**src/rtl/fn_sweep_ctrl.sv**
```systemverilog
// Truth-table sweeper: drives all 16 {a,b,c,d} vectors, samples y and compares against EXPECTED.
// Define SWEEP_GRAY_EN to sweep in Gray-code order (one input toggles per step).
module fn_sweep_ctrl #(
   parameter int          SETTLE   = 1,
   parameter logic [15:0] EXPECTED = 16'hB921
) (
   input  logic        clk,
   input  logic        rst,
   input  logic        start,
   output logic        dut_a,
   output logic        dut_b,
   output logic        dut_c,
   output logic        dut_d,
   input  logic        dut_y,
   output logic        busy,
   output logic        done,
   output logic [15:0] tt,
   output logic        mismatch,
   output logic [4:0]  err_cnt,
   output logic [3:0]  err_idx
);

   // state  | meaning
   // IDLE   | waiting for start; results from the last sweep held
   // DRIVE  | vector driven, settle counter running down
   // SAMPLE | capture dut_y and compare, then advance or finish
   // DONE   | one-cycle done pulse, last vector still held
   typedef enum logic [1:0] {IDLE, DRIVE, SAMPLE, DONE} state_t;

   localparam logic [3:0] SETTLE_LD = 4'(SETTLE - 1);

   state_t      state, state_nxt;
   logic [3:0]  seq, seq_nxt;
   logic [3:0]  cnt, cnt_nxt;
   logic [3:0]  vec_q, vec_nxt;
   logic        busy_nxt, done_nxt, mismatch_nxt;
   logic [15:0] tt_nxt;
   logic [4:0]  err_cnt_nxt;
   logic [3:0]  err_idx_nxt;

   function automatic logic [3:0] seq2vec(input logic [3:0] s);
`ifdef SWEEP_GRAY_EN
      return s ^ (s >> 1);
`else
      return s;
`endif
   endfunction

   always_ff @(posedge clk) begin
      if (rst) begin
         state    <= IDLE;
         seq      <= '0;
         cnt      <= '0;
         vec_q    <= '0;
         busy     <= 1'b0;
         done     <= 1'b0;
         tt       <= '0;
         mismatch <= 1'b0;
         err_cnt  <= '0;
         err_idx  <= '0;
      end else begin
         state    <= state_nxt;
         seq      <= seq_nxt;
         cnt      <= cnt_nxt;
         vec_q    <= vec_nxt;
         busy     <= busy_nxt;
         done     <= done_nxt;
         tt       <= tt_nxt;
         mismatch <= mismatch_nxt;
         err_cnt  <= err_cnt_nxt;
         err_idx  <= err_idx_nxt;
      end
   end

   always_comb begin
      state_nxt    = state;
      seq_nxt      = seq;
      cnt_nxt      = cnt;
      vec_nxt      = vec_q;
      busy_nxt     = busy;
      done_nxt     = 1'b0;
      tt_nxt       = tt;
      mismatch_nxt = mismatch;
      err_cnt_nxt  = err_cnt;
      err_idx_nxt  = err_idx;
      case (state)
         IDLE: begin
            if (start) begin
               state_nxt    = DRIVE;
               seq_nxt      = '0;
               cnt_nxt      = SETTLE_LD;
               vec_nxt      = seq2vec(4'd0);
               busy_nxt     = 1'b1;
               tt_nxt       = '0;
               mismatch_nxt = 1'b0;
               err_cnt_nxt  = '0;
               err_idx_nxt  = '0;
            end
         end
         DRIVE: begin
            if (cnt == 4'd0) state_nxt = SAMPLE;
            else             cnt_nxt   = cnt - 4'd1;
         end
         SAMPLE: begin
            tt_nxt[vec_q] = dut_y;
            if (dut_y != EXPECTED[vec_q]) begin
               err_cnt_nxt  = err_cnt + 5'd1;
               mismatch_nxt = 1'b1;
               // mismatch still clear means this is the first failing vector
               if (!mismatch) err_idx_nxt = vec_q;
            end
            if (seq == 4'd15) begin
               state_nxt = DONE;
               done_nxt  = 1'b1;
               busy_nxt  = 1'b0;
            end else begin
               state_nxt = DRIVE;
               seq_nxt   = seq + 4'd1;
               vec_nxt   = seq2vec(seq + 4'd1);
               cnt_nxt   = SETTLE_LD;
            end
         end
         DONE: state_nxt = IDLE;
         default: state_nxt = IDLE;
      endcase
   end

   assign dut_a = vec_q[3];
   assign dut_b = vec_q[2];
   assign dut_c = vec_q[1];
   assign dut_d = vec_q[0];

endmodule

```
**config.mk**
```make
export PLATFORM = sky130hd
export DESIGN_NAME = fn_sweep_ctrl
export DESIGN_NICKNAME = d
export VERILOG_FILES = /design/src/rtl/fn_sweep_ctrl.sv
export SDC_FILE = /design/constraint.sdc
export NUM_CORES = 1
export LEC_CHECK = 0
export ABC_CLOCK_PERIOD_IN_PS = 3000
export BUFFER_PORTS_ARGS = -buffer_cell sky130_fd_sc_hd__buf_2
export CAP_MARGIN = 20
export CORE_ASPECT_RATIO = 0.75
export CORE_MARGIN = 2
export CORE_UTILIZATION = 50
export DETAILED_ROUTE_END_ITERATION = 7
export PLACE_DENSITY_LB_ADDON = 0.25
export SETUP_SLACK_MARGIN = 0.05
export SLEW_MARGIN = 20
export SYNTH_ARGS = -nofsm -noshare
export SYNTH_HDL_FRONTEND = slang
export SYNTH_SLANG_ARGS = --single-unit
export TNS_END_PERCENT = 1
```
**constraint.sdc**
```tcl
create_clock -name clk -period 3 [get_ports clk]
set_clock_uncertainty 0.1 [all_clocks]
set_input_delay 0.3 -clock clk [delete_from_list [all_inputs] [get_ports clk]]
set_output_delay 0.3 -clock clk [all_outputs]
set_load 0.05 [all_outputs]
```
# Yosys cells after proc, flatten, opt, wreduce, memory -nomap -nowiden
# Memory sizes are Yosys's and may differ from the RTL's. A register that Yosys moved wholly into a read port is not among the register bits.
# Index checks and enable logic that the tools add are counted.
# totals
output_inout_bits	32
wordCells	72
register_bits	38
rom_bits	16
inputBits	4
mem_count	1
# memory_table
name	words	width	read_ports	rd_clocked_by_memory_dff	write_ports	line_no	rtl
(name not given)	16	1	1	1	0	106	if (dut_y != EXPECTED[vec_q]) begin
# classes
n_bitwise	1
n_lt_le_gt_ge	2
n_addsub	3
n_mux	31
n_eq_ne	12
reduce_logical	13
# op_table
operator	n
$mux 4	8
$pmux 16 s2	1
$bwmux 16	1
$mux 16	1
$pmux 4 s2	2
$ne 2x2->1 const B	7
$pmux 4 s3	1
$mux 5	2
$pmux 5 s2	1
$reduce_and 3->1	3
$pmux 2 s4	1
$reduce_and 4->1	2
$mux 1	7
$mux 2	3
$add 5x1->5 const B	1
$lt 4x5->1 const B	1
$add 4x1->4 const B	1
$demux 1 s4	1
$eq 2x2->1 const B	2
$eq 4x4->1 const B	1
$ge 4x1->1 const B	1
$logic_not 4->1	1
$pmux 1 s2	2
$reduce_and 2->1	2
9 further kinds	9

# Depth between registers and ports, before layout
# Gate-level depths: netlist (run 1).
# depth
ltp_word	6
ltp_mapped	10
ltp_nobuf	10

# Least setup slack after synthesis (run 1)
# No wires, ideal clock.
# synth_timing
path_type	register -> register
startpoint	register vec_q[0]
endpoint	register with a tool-made name
setup_time_ps	126
slack_ps	567
path_stages_with_launch	10
t_arrival_ps	2207
n_path_buf	0
t_required_ps	2774
period_less_slack_ps	2433
cell_sequence	dfxtp_1 ha_1 and4_4 nor2_2 nor2_1 a31oi_1 or2_1 ha_1 mux2i_1 mux2i_1
# synth_rtl
item	line_no	rtl
start: declaration	35	logic [3:0] vec_q, vec_nxt;
start signal: assignment	65	vec_q <= vec_nxt;

==> results of run 1 <==
synth_stat cells:
cell type / instances
and2_1: 2
nor4_1: 1
o21ai_1: 2
a311oi_4: 1
or2_1: 1
ha_1: 10
a21oi_1: 29
o311ai_0: 2
o21ai_2: 1
o311ai_1: 1
nand3b_1: 2
o31a_1: 1
nand2b_1: 5
nand3_1: 14
and2b_2: 1
inv_1: 8
dfxtp_1: 39
mux2i_1: 3
nor3_1: 6
o21ai_0: 2
nand4_1: 12
nor3b_1: 2
a2111oi_0: 1
clkbuf_1: 10
nor2b_1: 3
nand2_1: 10
nor3_2: 1
o211ai_1: 15
nor2_2: 2
a21boi_1: 1
and4_4: 1
xnor2_1: 3
a31oi_1: 1
xor2_1: 2
o21bai_2: 1
nor2_1: 17
buf_4: 2
buf_2: 3
a211oi_1: 2
o22ai_2: 1
cells by family after synthesis:
| logic type | share of synthesized area |
|---|---|
| AND/OR/NAND/NOR | 0.222 |
| AO/OA/AOI/OAI | 0.214 |
| flip-flops | 0.409 |
| buffers and inverters | 0.0511 |
| adder cells (fa/ha/maj) | 0.0655 |
| XOR/XNOR | 0.0229 |
| multiplexers | 0.0157 |
tightest hold or removal path: stages:
cell	delay [ps]
buf_2	210
nand3_1	110
a21oi_1	60
final timing paths:
path                           start  slack [ps]  cells after the start                       to
max            vec_q[0]$_SDFFE_PP0N_         690                      8                     flop
min                            dut_y         340                      3       tt[7]$_SDFFE_PP0P_
max reg2reg    vec_q[0]$_SDFFE_PP0N_         690                      8                     flop
min reg2reg  err_cnt[4]$_SDFFE_PP0P_         370                      1  err_cnt[4]$_SDFFE_PP0P_
power breakdown:
group / leakage (nW) / switching, W / internal (W)
Sequential: 0.315 / 0.0000186 / 0.000535
Combinational: 0.483 / 0.000117 / 0.0000551
Clock: 0.0515 / 0.000179 / 0.000210
Total: 0.850 / 0.000315 / 0.000800
layout make-up:
class                           instances  area [µm²]
Sequential cell                        39         781
Inverter                                8        30.0
Multi-Input combinational cell        159        1030
Timing Repair Buffer                   36         183
Tap cell                               52        65.1
Fill cell                             356        1470
Clock buffer                            8         100
per-layer routing:
metal	global-route usage	vias to the layer above	routed length (µm)
met5	0	-	0
met4	0.0251	0	12
li1	-	861	-
met2	0.281	52	1750
met1	0.380	783	2290
met3	0.0760	2	328
flip-flops by register name, summed over array words and instances (netlist names), 2 cells and up, named ones only:
signal	flops
err_idx	4
err_cnt	5
tt	16
vec_q	4
cnt	4
state	2
metrics by stage:
stage	cell area [µm²]	setup WS [ps]
after floorplan	1910	567
after global placement	2090	771
after detailed placement	2090	708
after CTS	2190	682
after global routing	2190	537
final	2190	689
==> impl_results.md, run 1 <==
- Number of post-CTS setup repair buffers: 0
- Slew Limit Fails: 0
- CTS sink count: 39
- P_leak: around 0.85 nW
- Root Driver: clkbuf_8
- Endpoints failing setup: 0
- Most common cell after layout, fill and taps aside: dfxtp_1
- Hold-fix buffers at CTS: 0
- Core Area: approximately 3700 µm²
- Global-route wire length before repair: 7.57 mm
- Final worst path period share: 0.770
- Peak VDD IR: 0.303 mV
- CP required: 3070 ps
- Least-Margin Pin Slew: 739 ps
- Worst path max stage delay: 380 ps
- # DRC: 0
- Outcome: completed
- Share of cells above drive strength 1: 0.208
- Maximum clock frequency: 433 MHz
- Worst-Skew Late Latency: 280 ps
- Antenna violation net count after detailed routing: 0
- Vias in the first global route: 1,499
- Final WL: 4.38 mm
- Worst hold slack: 341 ps
- CP Launch Type: flop
- Overall Global Routing Usage: 0.226
- Via Count: around 1,700
- CP max FO: 7
- Clock transition at path regs: ~80 ps
- Total Neg Setup Slack: 0 ps
- Syn Std Cell Area: 1910 µm²
- Die width: ~75 µm
- Final Core Density: 0.598
- Slew HR: 0.507
- Cells after DPL: between 200 and 300
- Drt via density: 5.62
- Final Hold Viols: 0
- Endpoint type of the worst setup path: flop
- Antenna violations before repair: 0
- CTS Buf Count: 5
- Post-synth cell types: 40
- Grt ovf: 0
- Critical Path AT: around 2400 ps
- Synth area leaders: dfxtp_1 41%, a21oi_1 7.6%, ha_1 6.5%, o211ai_1 5.9%, nand4_1 3.9%
- CTS Buffer Depth: 2
- Ports: 36
- Die Y: 57.5 µm
- CTS-repair resized insts: 0
- Post-synth top area share: 0.409
- Leading area contributor after synthesis: dfxtp_1
- Non-Filler Instances: 302
- Syn avg cell area: slightly below 9 µm²
- Hold Path Class: in2reg
- Leading cell types in the layout, fill and taps excluded: 39 x dfxtp_1, 35 x buf_2, 29 x a21oi_1
- Yosys warnings: 0
- Starting density of the core: 0.522
- Number of synthesized register bits: 39
- Cells after Synth: 221
- Nets@finish: 263
- Die ar.: 4340 µm²
- Count of input and output buffers: 35
- Hpwl dp: 3.05 mm
- CP Cell Sequence: ha_1, and4_4, nor2_2, a31oi_1, or2_1, ha_1, mux2i_1, mux2i_1
- Crit path max-delay family: simple AND/OR/NAND/NOR gates
- Rows: 19
- Setup CP Type: reg2reg
- CP Buf/Inv Count: 0
- Area Overhead vs Synth: 14.7%
- Antenna cells: 0
- Crit-path slowest cell: dfxtp_1
- CTS tree: done
- RSZ-0062 raised after global routing: no
- Crit path time final: 2310 ps
- Syn_nets: 235
- Largest net degree at the start of global routing: 42
- DRT iter0 DRCs: approximately 210
- Routed len/inst: 14.5 µm
- Maximum capacitance violations: 0
- First-pass iteration count of the detailed router: 4
- Pwr Total: 0.00112 W
- PD cells: 509 nW/µm²
- Seq/Total Area, Yosys: 0.409
- GP Congestion: about 0.8
- Htree depth: 2
Note: power is estimated with default switching activity, not from simulation.
==> inputs of run 2 (changes only) <==
ABC_CLOCK_PERIOD_IN_PS = 2120   (was 3000)
CORE_UTILIZATION = 49   (was 50)
clock period = 2.12 ns   (was 3 ns; I/O delays follow)
==> impl_results.md, run 2 (same netlist as run 1, synthesis figures left out) <==
- Outcome: completed
- Final WL: 4.47 mm (+2.1%)
- CP max FO: 7 (unchanged)
- Count of input and output buffers: 35 (unchanged)
- Largest net degree at the start of global routing: 37 (-12%)
- Die ar.: 4420 µm² (+1.9%)
- CP Cell Sequence: ha_4, and4_4, nor2_4, nor2_1, a31oi_1, or2_1, ha_1, mux2i_1, mux2i_1
- Antenna violations before repair: 0 (unchanged)
- Root Driver: clkbuf_8
- GP Congestion: 0.867 (+7.5%)
- Vias in the first global route: 1,428 (-4.7%)
- Area Overhead vs Synth: 21.3%
- Antenna cells: 0 (unchanged)
- Clock transition at path regs: 70 ps (about the same)
- Hold-fix buffers at CTS: 0 (unchanged)
- Share of cells above drive strength 1: 0.269 (+0.0612)
- P_leak: 0.911 nW (+7.2%)
- Crit path time final: 1950 ps (-362 ps)
- Setup CP Type: reg2reg
- Worst path max stage delay: 400 ps (+20 ps)
- Endpoint type of the worst setup path: flop
- PD cells: 729 nW/µm² (+43%)
- Antenna violation net count after detailed routing: 0 (unchanged)
- Via Count: 1,740 (+2.5%)
- Slew Limit Fails: 0 (unchanged)
- Die Y: 58.1 µm (+0.94%)
- Final WS setup: 171 ps (-518 ps)
- Least-Margin Pin Slew: 513 ps (-226 ps)
- Leading cell types in the layout, fill and taps excluded: 35 x buf_2, 34 x dfxtp_1, 29 x a21oi_1
- CP required: 2190 ps (-880 ps)
- Final Hold Viols: 0 (unchanged)
- Core Area: 3710 µm² (+1.3%)
- Rows: 19 (unchanged)
- CP most frequent cell: mux2i_1
- Routed len/inst: 14.3 µm (-1.2%)
- Overall Global Routing Usage: 0.202 (-0.0233)
- Global-route wire length before repair: 7.13 mm (-5.7%)
- Drt via density: 5.58 (-0.81%)
- Starting density of the core: 0.515 (-0.00669)
- Hold Path Class: in2reg
- Peak VDD IR: 0.662 mV (+120%)
- First-pass iteration count of the detailed router: 4 (unchanged)
- Total Neg Setup Slack: 0 ps (unchanged)
- CP Launch Type: flop
- Hpwl dp: 3.13 mm (+2.4%)
- Non-Filler Instances: 312 (+3.3%)
- Critical Path AT: 2020 ps (-360 ps)
- Die width: 76.1 µm (+0.96%)
- Place WS: 77.6 ps (-630 ps)
- Crit-path slowest cell: dfxtp_4
- Maximum clock frequency: 513 MHz (+19%)
- Ports: 36 (unchanged)
- Endpoints failing setup: 0 (unchanged)
- Cells after DPL: 303 (+3.1%)
- CTS Buf Count: 5 (unchanged)
- Grt ovf: 0 (unchanged)
- Nets@finish: 273 (+3.8%)
- CP Buf/Inv Count: 0 (unchanged)
- Maximum capacitance violations: 0 (unchanged)
- Biggest register: tt
- CTS Buffer Depth: 2 (unchanged)
- Worst-Skew Late Latency: 290 ps (about the same)
- Final worst path period share: 0.919 (+0.149)
- CTS tree: done
- CTS sink count: 39 (unchanged)
- Slew HR: 0.657 (+0.150)
- RSZ-0062 raised after global routing: no
- Htree depth: 2 (unchanged)
- Most common cell after layout, fill and taps aside: buf_2
- Biggest regs: tt x16, err_cnt x5
- # DRC: 0 (unchanged)
- DRT iter0 DRCs: 178 (-14%)
- Crit path max-delay family: simple AND/OR/NAND/NOR gates
- Max reg flops: 16 (unchanged)
run 2: cell types whose count changed in the layout (fill, tap and decap cells not counted), moves of 2 or more:
cell     before  now
dfxtp_1      39   34
dfxtp_4       0    2
buf_4         1   11
dfxtp_2       0    3
run 2: area by class of cell:
| class | instances | area, µm² |
|---|---|---|
| clock buffers | 6 | 82.6 |
| inverters | 8 | 30.0 |
| fillers | 348 | 1390 |
| clock inverters | 2 | 35.0 |
| well taps | 52 | 65.1 |
| repair buffers | 46 | 258 |
| flip-flops and latches | 39 | 792 |
| multi-input cells | 159 | 1060 |
run 2: what timing repair did:
item / 4_1_cts / 5_1_grt
endpoints found under the setup margin: 0 / 1
setup buffers: 0 / 1
gates resized for setup: 0 / 5
run 2: metal layers:
metal  up-vias  GRT usage  share of wire
li1        881          -              -
met1       803      0.316           0.53
met2        52      0.276           0.40
met3         4     0.0530          0.057
met4         0     0.0468         0.0065
met5         -          0              0
run 2: per-stage QoR:
stage | util | area [µm²] | total power [W] | hold WS [ps]
floorplan | - | 1930 | 0.000988 | 176
CTS | 0.618 | 2290 | 0.00169 | 83.3
global placement | 0.586 | 2170 | 0.00106 | 347
finish | 0.625 | 2320 | 0.00169 | 102
detailed placement | 0.586 | 2170 | 0.00106 | 358
global route | 0.625 | 2320 | 0.00176 | 113
run 2: worst paths after layout:
check,start,endpoint,slack (ps),depth (start not counted)
worst min register to register,err_cnt[4]$_SDFFE_PP0P_,err_cnt[4]$_SDFFE_PP0P_,370,1
worst max register to register,vec_q[0]$_SDFFE_PP0N_,flop,170,9
worst max-delay path,vec_q[0]$_SDFFE_PP0N_,flop,170,9
worst min-delay path,rst,vec_q[0]$_SDFFE_PP0N_,100,2
run 2: power by group:
| part | internal (W) | switching [W] |
|---|---|---|
| sequential | 0.000756 | 0.0000238 |
| clock | 0.000381 | 0.000257 |
| combinational | 0.0000977 | 0.000175 |
| total | 0.00123 | 0.000456 |
